==> src/rtl/alu_op_sequencer.sv <==
// rtl/alu_op_sequencer.sv - command/response sequencer driving the combinational 4-bit ALU
module alu_op_sequencer (
    input  logic       clk,
    input  logic       rst,
    input  logic       cmd_valid,
    output logic       cmd_ready,
    input  logic [2:0] cmd_opcode,
    input  logic [3:0] cmd_a,
    input  logic [3:0] cmd_b,
    input  logic       cmd_carry_in,
    input  logic       cmd_use_acc,
    output logic [3:0] alu_a,
    output logic [3:0] alu_b,
    output logic [2:0] alu_opcode,
    output logic       alu_carry_in,
    input  logic [3:0] alu_result,
    input  logic       alu_carry_out,
    input  logic [3:0] alu_remainder,
    output logic       rsp_valid,
    input  logic       rsp_ready,
    output logic [3:0] rsp_result,
    output logic       rsp_carry,
    output logic [3:0] rsp_remainder,
    output logic       rsp_zero,
    output logic [3:0] acc,
    output logic       busy,
    output logic [7:0] op_count
);

    typedef enum logic [1:0] {
        IDLE = 2'd0,
        EXEC = 2'd1,
        RESP = 2'd2
    } state_t;

    // Only the add-with-carry opcode produces a meaningful carry-out.
    localparam logic [2:0] OP_ADD = 3'b111;

    state_t state;

    // Handshake and status decodes straight from the registered state.
    assign cmd_ready = (state == IDLE);
    assign busy      = (state != IDLE);
    assign rsp_zero  = (rsp_result == 4'd0);

    // Sequencer: load ALU inputs on accept, capture after one settle cycle, hold response until taken.
    always_ff @(posedge clk) begin
        if (rst) begin
            state         <= IDLE;
            rsp_valid     <= 1'b0;
            rsp_result    <= 4'd0;
            rsp_carry     <= 1'b0;
            rsp_remainder <= 4'd0;
            acc           <= 4'd0;
            op_count      <= 8'd0;
            alu_a         <= 4'd0;
            alu_b         <= 4'd0;
            alu_opcode    <= 3'd0;
            alu_carry_in  <= 1'b0;
        end else begin
            case (state)
                IDLE: begin
                    if (cmd_valid) begin
                        alu_a        <= cmd_use_acc ? acc : cmd_a;
                        alu_b        <= cmd_b;
                        alu_opcode   <= cmd_opcode;
                        alu_carry_in <= cmd_carry_in;
                        state        <= EXEC;
                    end
                end
                EXEC: begin
                    rsp_result    <= alu_result;
                    rsp_remainder <= alu_remainder;
                    rsp_carry     <= (alu_opcode == OP_ADD) ? alu_carry_out : 1'b0;
                    acc           <= alu_result;
                    op_count      <= op_count + 8'd1;
                    rsp_valid     <= 1'b1;
                    state         <= RESP;
                end
                RESP: begin
                    if (rsp_ready) begin
                        rsp_valid <= 1'b0;
                        state     <= IDLE;
                    end
                end
                default: begin
                    rsp_valid <= 1'b0;
                    state     <= IDLE;
                end
            endcase
        end
    end

endmodule

==> config.mk <==
export PLATFORM = sky130hd
export DESIGN_NAME = alu_op_sequencer
export DESIGN_NICKNAME = d
export VERILOG_FILES = /design/src/rtl/alu_op_sequencer.sv
export SDC_FILE = /design/constraint.sdc
export NUM_CORES = 1
export LEC_CHECK = 0
export BUFFER_PORTS_ARGS = -buffer_cell sky130_fd_sc_hd__buf_2
export CAP_MARGIN = 10
export CELL_PAD_IN_SITES_DETAIL_PLACEMENT = 1
export CELL_PAD_IN_SITES_GLOBAL_PLACEMENT = 1
export CORE_ASPECT_RATIO = 0.9
export CORE_MARGIN = 2
export CORE_UTILIZATION = 32
export DETAILED_ROUTE_END_ITERATION = 8
export PLACE_DENSITY_LB_ADDON = 0.1
export REMOVE_ABC_BUFFERS = 1
export SYNTH_ARGS = -nofsm -noshare
export SYNTH_HDL_FRONTEND = slang
export SYNTH_SLANG_ARGS = --single-unit
export TNS_END_PERCENT = 20
==> constraint.sdc <==
create_clock -name clk -period 1.7 [get_ports clk]
set_clock_uncertainty 0.2 [all_clocks]
set_input_delay 0.34 -clock clk [delete_from_list [all_inputs] [get_ports clk]]
set_output_delay 0.34 -clock clk [all_outputs]
set_load 0.01 [all_outputs]
# --- Word level (Yosys, flattened, before mapping) ---
# Cells that the tools add are included.
totals:
  out_inout_bits: 37
  ff_bits: 32
  inputBits: 26
  elab_cells: 30
classes:
  add_sub_neg: 1
  bitwise_logic: 1
  reduce_logical: 6
  eq_ne: 5
  n_mux: 7
ops:
  columns: ["operator", "n"]
  rows:
  - ["adder 8 x 1 -> 8 bit, second input constant", 1]
  - ["one-hot mux 2 bit (3 select lines)", 1]
  - ["AND reduction 2 bit", 3]
  - ["logical NOT 4 bit", 1]
  - ["2-to-1 mux 2 bit", 2]
  - ["2-to-1 mux 4 bit", 1]
  - ["inequality test 2 bit, second input constant", 2]
  - ["equality test 3 bit, second input constant", 1]
  - ["one-hot mux 1 bit (3 select lines)", 1]
  - ["equality test 2 x 1 -> 1 bit, second input constant", 1]
  - ["equality test 2 bit, second input constant", 1]
  - ["logical NOT 2 bit", 1]
  - ["2-to-1 mux 1 bit", 2]
  - ["nonzero test 2 bit", 1]
  - ["inverter 1 bit", 1]

# --- Depth between registers and ports, before layout ---
# Gate-level depths: netlist of the first run.
logic_depth:
  depth_word: 3
  ltp_mapped: 6
  depth_no_buf: 4

# --- Least setup slack after synthesis of the first run ---
# OpenSTA, ideal clock, no wires.
synth_timing:
  path_type: "flip-flop to flip-flop"
  from: "register state[0]"
  to: "register alu_b[1]"
  setup_slack_ns: 0.255
  n_path_buf: 3
  synth_period_minus_slack_ns: 1.445
  arrival_ns: 1.118
  path_stages_with_launch: 7
  setup_ns: 0.128
  t_required_ns: 1.372
  cell_sequence: "dfxtp_1 buf_6 nor3b_2 buf_4 buf_6 mux2i_1 nor2_1"
synth_between:
  elab_chain_cells: 2
synth_lines:
  columns: ["element", "line_no", "rtl"]
  rows:
  - ["start, declared", "39", "state_t state;"]
  - ["start signal, assigned", "49", "state <= IDLE;"]
  - ["start signal, assigned", "68", "state <= EXEC;"]
  - ["start signal, assigned", "78", "state <= RESP;"]
  - ["logical NOT 2 bit", "61", "case (state)"]
  - ["AND reduction 2 bit (no source line)", null, null]
  - ["end signal, assigned", "65", "alu_b <= cmd_b;"]
  - ["end, declared", "13", "output logic [3:0] alu_b,"]
# Every way passes these cells.
# A chain may end at the register's enable or synchronous reset.

# --- Worst setup path in the final report of the first run ---
layout_timing:
  from: "register state[0]"
  to: "output busy"
layout_between:
  elab_chain_cells: 1
layout_lines:
  columns: ["element", "line_no", "rtl"]
  rows:
  - ["nonzero test 2 bit", "43", "assign busy = (state != IDLE);"]
  - ["end, declared", "26", "output logic busy,"]
# Every way passes these cells.

==> summary.md, run 1 <==
| Metric | Value |
|---|---|
| Crit Path Class | reg2out |
| R2R Path End | op_count[7] |
| Power Total | 0.00159 W |
| Hold Worst Slack | 0.0997 ns |
| Initial antenna violation count | 0 |
| CTS tree | yes |
| Crit. Startpoint | state[0] |
| TritonRoute pass-1 iters | 3 |
| Highest Clock Rate | 625 MHz |
| Post-Route WL | 3.35 mm |
| Final worst slack | 0.100 ns |
| Combinational power share | 15.2% |
| Max-Cap Viols | 0 |
| Seq/Total Area, Yosys | 48.0% |
| Routed vias | 1,226 |
| NetSw | 0.000412 W |
| FP Rows | 22 |
| Commonest cells after routing, fill and taps aside | buf_2, dfxtp_1, nand2_1 |
| Switching share of total power | 25.8% |
| Required time of the critical path | 1.16 ns |
| Synth warn | 0 |
| Hold WC Path Type | in2reg |
| Type of origin of the critical path | register |
| Reg-to-Reg Start | state[0] |
| Synth-to-Final Area Change | 31.4% |
| EDFF count, synth | 0 |
| Worst setup EP type | primary output |
| Die Ht | 65.2 um |
| Commonest non-fill, non-tap cell in the layout | buf_2 |
| H-tree depth | 2 |
| Root Driver | clkbuf_8 |
| R2R cell count | 3 |
| Vias in the first global route | 1,257 |
| CTS clock-pin slew for the worst setup and hold paths | 0.06 ns |
| Port bufs | 62 |
| Detailed-route wire length per cell | 13.2 um |
| DRT antenna net count | 0 |
| Gr usage total | 15.7% |
| Post-Syn Instances | 145 |
| FF+latch count, synth | 32 |
| Initial Util | 33.0% |
| Clk network pwr share | 33.5% |
| Largest net degree at the start of global routing | 18 |
| Final Slew Violations | 0 |
| Final setup fails | 0 |
| Layout cells sized above 1 | 38.8% |
| Cell area after synthesis | 1330 um^2 |
| Iter 0 DRT Violations | 43 |
| Sequential share of power | 51.4% |
| Final Core Density | 43.3% |
| CORE AREA | 4050 um^2 |
| Syn avg cell area | 9.20 um^2 |
| Hold Buf Count CTS | 0 |
| Hold path depth | 3 |
| Int Power | 0.00118 W |
| Worst Hold Path EP | alu_b[1] |
| Dpl hpwl | 2.63 mm |
| Clock latency on the worst-skew pair | 0.27 ns |
| Pwr dens | 909 nW/um^2 |
| Reg2Reg Setup Slack | 0.11 ns |
| ANT cells | 0 |
| Synth Flop Type | dfxtp_1 |
| Pre-CTS WS | 0.126 ns |
| Worst-path maximum fanout | 8 |
| Worst-Margin Slew | 0.322 ns |
| Synth cell types | 30 |
| Global-route wire length before repair | 5.69 mm |
| Status | complete, no violations |
| Post-route minimum period | 1.60 ns |
| Asr flop ratio synth | 0% |
| Fin. Hold Viols | 0 |
| Post-route clock period utilization | 94.1% |
| Global route overflow | 0 |
| Maximum ir drop on the vdd rail | 0.420 mV |
| DR vias/cell | 4.83 |
| DRC | 0 |
| Sink Count | 32 |
| Max Buffers Root-to-Sink | 2 |
| Num CTS Buffers | 5 |
| Nets@finish | 233 |
| I/O Pins | 63 |
| Critical Path AT | 1.06 ns |
| Min-delay src | cmd_b[1] |
| Die ar. | 4700 um^2 |
| RSZ-0062 raised after global routing | no |
| Die width | 72.1 um |
| Rel. slew slack | 78.5% |
| Leakage power total | 0.821 nW |
| Routability Congestion | 0.707 |
[layer usage]
metal	GRT usage [%]	routed length, um	vias to the layer above
li1	-	-	610
met1	18.3	1410	576
met2	26.7	1690	33
met3	4.60	178	7
met4	7.08	63	0
met5	0	0	-
[cells by family after synthesis]
| family | after synthesis | share of synthesized area, % |
|---|---|---|
| AO/OA/AOI/OAI | 23 | 11.3 |
| XOR/XNOR | 2 | 1.31 |
| adder cells (fa/ha/maj) | 1 | 0.938 |
| buffers and inverters | 15 | 6.94 |
| flip-flops | 32 | 48.0 |
| multiplexers | 13 | 9.85 |
| AND/OR/NAND/NOR | 59 | 21.7 |
[cell usage after synthesis (all sizes together), types with 2 or more instances]
cell type   n  area [um^2]
nor2       19         71.3
nand2      21         78.8
a21oi      15         75.1
o21ai       2         10.0
or4         2         15.0
nor2b       3         18.8
dfxtp      32          641
buf        11         77.6
xnor2       2         17.5
clkbuf      2         7.51
nand3       2         10.0
o31ai       2         15.0
inv         2         7.51
a211oi      4         50.1
or3         2         12.5
mux2i      12          120
nand4       2         12.5
[through the flow]
stage | std cells | cell area [um^2] | setup TNS (ns)
2_1_floorplan | 132 | 1250 | -2.26
3_3_place_gp | 247 | 1670 | 0
3_5_place_dp | 247 | 1670 | 0
4_1_cts | 254 | 1750 | 0
5_1_grt | 254 | 1750 | 0
6_report | 254 | 1750 | 0
[state kept, by name, indices dropped and copies added, names as in the netlist]
register / flops
rsp_remainder: 4
alu_a: 4
alu_opcode: 3
state: 2
alu_carry_in: 1
alu_b: 4
rsp_valid: 1
acc: 4
op_count: 8
rsp_carry: 1
[worst max-delay path: stages, from the launching register on]
cell and delay, ns:
dfxtp_1 0.51, nor2_1 0.10, inv_1 0.06, buf_2 0.12
[layout make-up]
| class | count | area [um^2] |
|---|---|---|
| fillers | 490 | 2290 |
| flip-flops and latches | 32 | 641 |
| multi-input cells | 98 | 607 |
| inverters | 2 | 7.51 |
| repair buffers | 67 | 360 |
| clock buffers | 6 | 72.6 |
| clock inverters | 1 | 5.00 |
| well taps | 48 | 60.1 |
[worst max path at each step]
stage                        to  slack [ns]
floorplan              alu_b[0]       -0.19
global placement    op_count[7]        0.17
detailed placement  op_count[7]        0.13
CTS                        busy        0.08
global route           rsp_zero        0.02
finish                     busy        0.10
[power by group through the flow]
stage                     clock [W]  combinational [W]  sequential (W)
after floorplan                   0          0.0000997        0.000851
after global placement            0           0.000240        0.000832
after detailed placement          0           0.000247        0.000835
after CTS                  0.000565           0.000247        0.000819
after global routing       0.000595           0.000272        0.000825
final                      0.000533           0.000242        0.000819
[repair_timing]
action | 4_1_cts | 5_1_grt
resized for setup | 0 | 1
setup endpoints to repair | 0 | 1
setup buffers | 0 | 0
(Power assumes the default switching activity.)
==> inputs of run 2 (changes only) <==
CORE_UTILIZATION = 35   (was 32)
MAX_ROUTING_LAYER = met4   (was default)
clock period = 2 ns   (was 1.7 ns; I/O delays follow)
==> run 2 against run 1 <==
Against the previous run: global-route usage rose by 0.81 points; core utilization rose by 3.9 points; clock power shrank 2%; setup slack better by 0.22 ns.
==> summary.md, run 2 (synthesized netlist as in run 1, its figures left out) <==
| Metric | Value |
|---|---|
| Worst setup EP type | primary output |
| Initial antenna violation count | 0 |
| I/O Pins | 63 |
| DR vias/cell | 4.91 |
| Switching share of total power | 24.7% |
| FP Rows | 21 |
| Num CTS Buffers | 5 |
| Placed Area | 1640 um^2 |
| Pwr dens | 816 nW/um^2 |
| Hold Buf Count CTS | 0 |
| Sequential share of power | 49.1% |
| CTS clock-pin slew for the worst setup and hold paths | 0.07 ns |
| Required time of the critical path | 1.40 ns |
| Setup repair bufs after CTS | 0 |
| Worst-Margin Slew | 0.320 ns |
| Layout cells sized above 1 | 38.2% |
| Vias in the first global route | 1,206 |
| Final setup fails | 0 |
| Routed vias | 1,228 |
| Die Ht | 62.6 um |
| Die width | 69.1 um |
| CORE AREA | 3680 um^2 |
| Global route overflow | 0 |
| Worst-path maximum fanout | 8 |
| Final Slew Violations | 0 |
| Post-Route WL | 3.38 mm |
| Hold Worst Slack | 0.163 ns |
| NetSw | 0.000349 W |
| H-tree depth | 2 |
| Detailed-route wire length per cell | 13.5 um |
| Die ar. | 4320 um^2 |
| Commonest non-fill, non-tap cell in the layout | buf_2 |
| Highest Clock Rate | 594 MHz |
| Status | complete, no violations |
| Synth-to-Final Area Change | 30.1% |
| Combinational power share | 13.9% |
| Design area | 1740 um^2 |
| Rel. slew slack | 78.6% |
| Clk network pwr share | 37.0% |
| Largest register by flop count | op_count |
| ANT cells | 0 |
| Power Total | 0.00142 W |
| DRC | 0 |
| Type of origin of the critical path | register |
| Post-route clock period utilization | 84.2% |
| Post-route setup TNS | 0 ns |
| TritonRoute pass-1 iters | 4 |
| Max reg flops | 8 |
| CTS tree | yes |
| Initial Util | 36.3% |
| Fin. Hold Viols | 0 |
| Port bufs | 62 |
| RSZ-0062 raised after global routing | no |
| Dpl hpwl | 2.58 mm |
| Max-Cap Viols | 0 |
| Iter 0 DRT Violations | 29 |
| DRT antenna net count | 0 |
| Gr usage total | 16.5% |
| Int Power | 0.00107 W |
| Largest net degree at the start of global routing | 20 |
| Post-route minimum period | 1.68 ns |
| Leakage power total | 0.816 nW |
| Global-route wire length before repair | 5.61 mm |
| Root Driver | clkbuf_8 |
| Max Buffers Root-to-Sink | 2 |
| Routability Congestion | 0.734 |
| Fillers | 463 |
| Critical Path AT | 1.08 ns |
| Maximum ir drop on the vdd rail | 0.285 mV |
| Sink Count | 32 |
| Crit Path Class | reg2out |
| Commonest cells after routing, fill and taps aside | buf_2, dfxtp_1, nand2_1 |
| Hold WC Path Type | in2reg |
| CTS resizes | 0 |
| Clock latency on the worst-skew pair | 0.27 ns |
| Nets@finish | 231 |
-- run 2: path summary, 6_finish.rpt --
path | endpoint | slack, ns | from | depth (start not counted)
hold reg to reg | rsp_remainder[1] | 0.25 | rsp_remainder[1] | 2
hold / removal | rsp_remainder[2] | 0.16 | alu_remainder[2] | 3
setup reg to reg | op_count[5] | 0.37 | state[0] | 3
setup / recovery | busy | 0.32 | state[0] | 3
-- run 2: area by class of cell --
type	count	area, um^2	area share, %
repair buffers	65	333	19.2
well taps	46	57.6	3.32
multi-input cells	98	601	34.6
clock buffers	7	96.3	5.55
inverters	2	7.51	0.433
flip-flops and latches	32	641	36.9
-- run 2: per-layer routing --
metal / wire [um] / vias to the layer above / GRT usage, %
met5: 0 / - / -
met4: 70 / 0 / 5.88
met3: 211 / 9 / 5.48
met2: 1690 / 42 / 27.5
met1: 1410 / 572 / 18.6
li1: - / 605 / -
-- run 2: critical path, cell delays in order (launching register included) --
cell	delay, ns
dfxtp_1	0.51
nor2_1	0.12
inv_1	0.07
buf_2	0.12
-- run 2: power groups by stage --
stage / Clock (W) / Sequential (W) / Combinational [W]
2_1_floorplan: 0 / 0.000723 / 0.0000848
3_3_place_gp: 0 / 0.000707 / 0.000193
3_5_place_dp: 0 / 0.000710 / 0.000200
4_1_cts: 0.000537 / 0.000696 / 0.000201
5_1_grt: 0.000572 / 0.000700 / 0.000219
6_report: 0.000524 / 0.000695 / 0.000197
-- run 2: stage by stage --
stage / std cells / utilization, % / setup WS, ns
6_report: 250 / 47.2 / 0.316
5_1_grt: 250 / 47.2 / 0.222
4_1_cts: 250 / 47.2 / 0.285
3_5_place_dp: 243 / 44.6 / 0.360
3_3_place_gp: 243 / 44.6 / 0.432
2_1_floorplan: 132 / - / 0.105
==> inputs of run 3 (changes only) <==
ABC_AREA = 1   (was default)
CORE_UTILIZATION = 28   (was 35)
clock period = 1.5 ns   (was 2 ns; I/O delays follow)
==> run 3 against run 2 <==
Against the previous run: the flow now finishes with violations (setup timing); via count increased by 6.2%; power rose by 35%; core utilization down 7.6 points; setup slack worse by 0.36 ns; global-route usage is 2.7 points lower; sequential cell count stayed put; clock power grew 30%; clock-buffer cell count up 1; critical path depth is 1 lower; critical path type unchanged; largest power group unchanged.
==> summary.md, run 3 <==
| Metric | Value |
|---|---|
| Status | finished with violations |
| Failing checks | setup timing |
| Num CTS Buffers | 5 |
| Synth warn | 0 |
| Commonest cells after routing, fill and taps aside | buf_2, nor2_1, dfxtp_1 |
| FP Rows | 23 |
| Hold WC Path Type | in2reg |
| Commonest non-fill, non-tap cell in the layout | buf_2 |
| Asr flop ratio synth | 0% |
| FF+latch count, synth | 32 |
| Clock latency on the worst-skew pair | 0.28 ns |
| Switching share of total power | 26.5% |
| Dpl hpwl | 2.64 mm |
| Required time of the critical path | 1.00 ns |
| CTS tree | yes |
| CTS clock-pin slew for the worst setup and hold paths | 0.06 ns |
| DR vias/cell | 4.28 |
| DRT antenna net count | 0 |
| Fillers | 586 |
| Layout cells sized above 1 | 35.4% |
| Die Ht | 69.1 um |
| Reg2Reg Setup Slack | 0.19 ns |
| Crit Path Class | reg2out |
| Routed vias | 1,304 |
| CP max stage cell | dfxtp_2 |
| Worst setup EP type | primary output |
| Sequential share of power | 49.2% |
| Post-Route WL | 3.44 mm |
| ANT cells | 0 |
| I/O Pins | 63 |
| Vias in the first global route | 1,289 |
| Power Total | 0.00191 W |
| Synth cell count leaders | nor2_1, dfxtp_1, nand2_1 |
| Final setup fails | 1 |
| Design area | 1780 um^2 |
| Initial Util | 29.3% |
| Die ar. | 5270 um^2 |
| Final Slew Violations | 0 |
| Nets@finish | 269 |
| Type of origin of the critical path | register |
| Sink Count | 32 |
| EDFF count, synth | 0 |
| RSZ-0062 raised after global routing | yes |
| Clk network pwr share | 35.6% |
| Largest register by flop count | op_count |
| Post-route clock period utilization | 103% |
| Cell taking the most area after synthesis | dfxtp_1 |
| Final worst slack | -0.0396 ns |
| Synth Flop Type | dfxtp_1 |
| Combinational power share | 15.2% |
| Dpl cells | 297 |
| Seq/Total Area, Yosys | 48.6% |
| Worst-Margin Slew | 0.219 ns |
| Global-route wire length before repair | 5.80 mm |
| Port bufs | 62 |
| Hold Buf Count CTS | 0 |
| Critical Path AT | 1.04 ns |
| Synth top area share | 48.6% |
| CORE AREA | 4490 um^2 |
| NetSw | 0.000507 W |
| Syn avg cell area | 7.53 um^2 |
| Int Power | 0.00141 W |
| Die width | 76.3 um |
| Initial antenna violation count | 0 |
| Top Family by Delay on Critical Path | flip-flops |
| Final std cells w/o fill | 305 |
| Synth top area cells | dfxtp_1, nor2_1, o21ai_0 |
| Post-route minimum period | 1.54 ns |
| Iter 0 DRT Violations | 22 |
| Max stage delay on crit path | 0.33 ns |
| Worst-path maximum fanout | 2 |
| Post-Syn Instances | 175 |
| CP Buf/Inv Count | 1 |
| Largest net degree at the start of global routing | 15 |
| Detailed-route wire length per cell | 11.3 um |
| Global route overflow | 0 |
| DRC | 0 |
| H-tree depth | 2 |
| Highest Clock Rate | 650 MHz |
| Synth cell types | 17 |
| Maximum ir drop on the vdd rail | 0.492 mV |
| Leakage power total | 0.898 nW |
| Synth-to-Final Area Change | 34.9% |
| Placed Area | 1680 um^2 |
| Max-Cap Viols | 0 |
| Crit path cell chain | nor4_2, buf_2 |
| Fin. Hold Viols | 0 |
| Root Driver | clkbuf_8 |
| Max Buffers Root-to-Sink | 2 |
| TritonRoute pass-1 iters | 4 |
| Rel. slew slack | 85.3% |
| Setup repair bufs after CTS | 0 |
| Max reg flops | 8 |
| Most frequent cell after synthesis | nor2_1 |
| Pwr dens | 1080 nW/um^2 |
| Routability Congestion | 0.707 |
| Gr usage total | 13.9% |
| Post-route setup TNS | -0.0396 ns |
| Pre-CTS WS | 0.146 ns |
| Cell area after synthesis | 1320 um^2 |
-- run 3: logic make-up (layout without fill, tap and decap cells) --
family                     Yosys count  count (layout)  synth area share (%)
and+or+nand+nor                     85              85                  27.3
buffers and inverters               22              90                  9.88
DFF                                 32              32                  48.6
AOI/OAI and AO/OA                   35              35                  13.3
adders and majority gates            1               1                 0.950
-- run 3: final cells by class --
type | count | area, um^2 | area share, %
Tap cell | 62 | 77.6 | 4.36
Sequential cell | 32 | 646 | 36.3
Timing Repair Buffer | 69 | 363 | 20.4
Multi-Input combinational cell | 121 | 553 | 31.1
Inverter | 13 | 48.8 | 2.74
Clock buffer | 8 | 90.1 | 5.07
-- run 3: through the flow --
step           hold slack (ns)  util (%)
2_1_floorplan            0.169         -
3_3_place_gp             0.255      37.3
3_5_place_dp             0.254      37.3
4_1_cts                 0.0308      39.5
5_1_grt                 0.0574      39.6
6_report                0.0390      39.6
-- run 3: what timing repair did --
| item | 4_1_cts | 5_1_grt |
|---|---|---|
| pin swaps | 1 | 0 |
| resized for setup | 3 | 2 |
| endpoints found under the setup margin | 2 | 3 |
-- run 3: path summary, 6_finish.rpt --
| kind | to | cells after the start | startpoint |
|---|---|---|---|
| max reg2reg | op_count[4] | 6 | op_count[0] |
| max | rsp_zero | 2 | acc[2] |
| min | acc[2] | 3 | alu_result[2] |
| min reg2reg | alu_a[3] | 2 | alu_a[3] |
-- run 3: layer usage --
metal / global-route usage, % / up-vias / wire length [um]
li1: - / 685 / -
met1: 16.6 / 573 / 1620
met5: - / - / 0
met3: 4.84 / 2 / 270
met4: 5.45 / 0 / 13
met2: 21.4 / 44 / 1540
-- run 3: power by group through the flow --
| stage | combinational [W] | clock (W) | sequential, W |
|---|---|---|---|
| finish | 0.000290 | 0.000681 | 0.000941 |
| global route | 0.000331 | 0.000743 | 0.000949 |
| CTS | 0.000299 | 0.000711 | 0.000941 |
| detailed placement | 0.000295 | 0 | 0.000958 |
| global placement | 0.000293 | 0 | 0.000957 |
| floorplan | 0.000113 | 0 | 0.000984 |
-- run 3: worst reg2reg max path: stages, from the launching register on --
cell and delay (ns):
dfxtp_1 0.37, ha_1 0.16, nand3_1 0.13, nor2_1 0.19
nand2_1 0.07, nand2_1 0.06, nor2_1 0.04
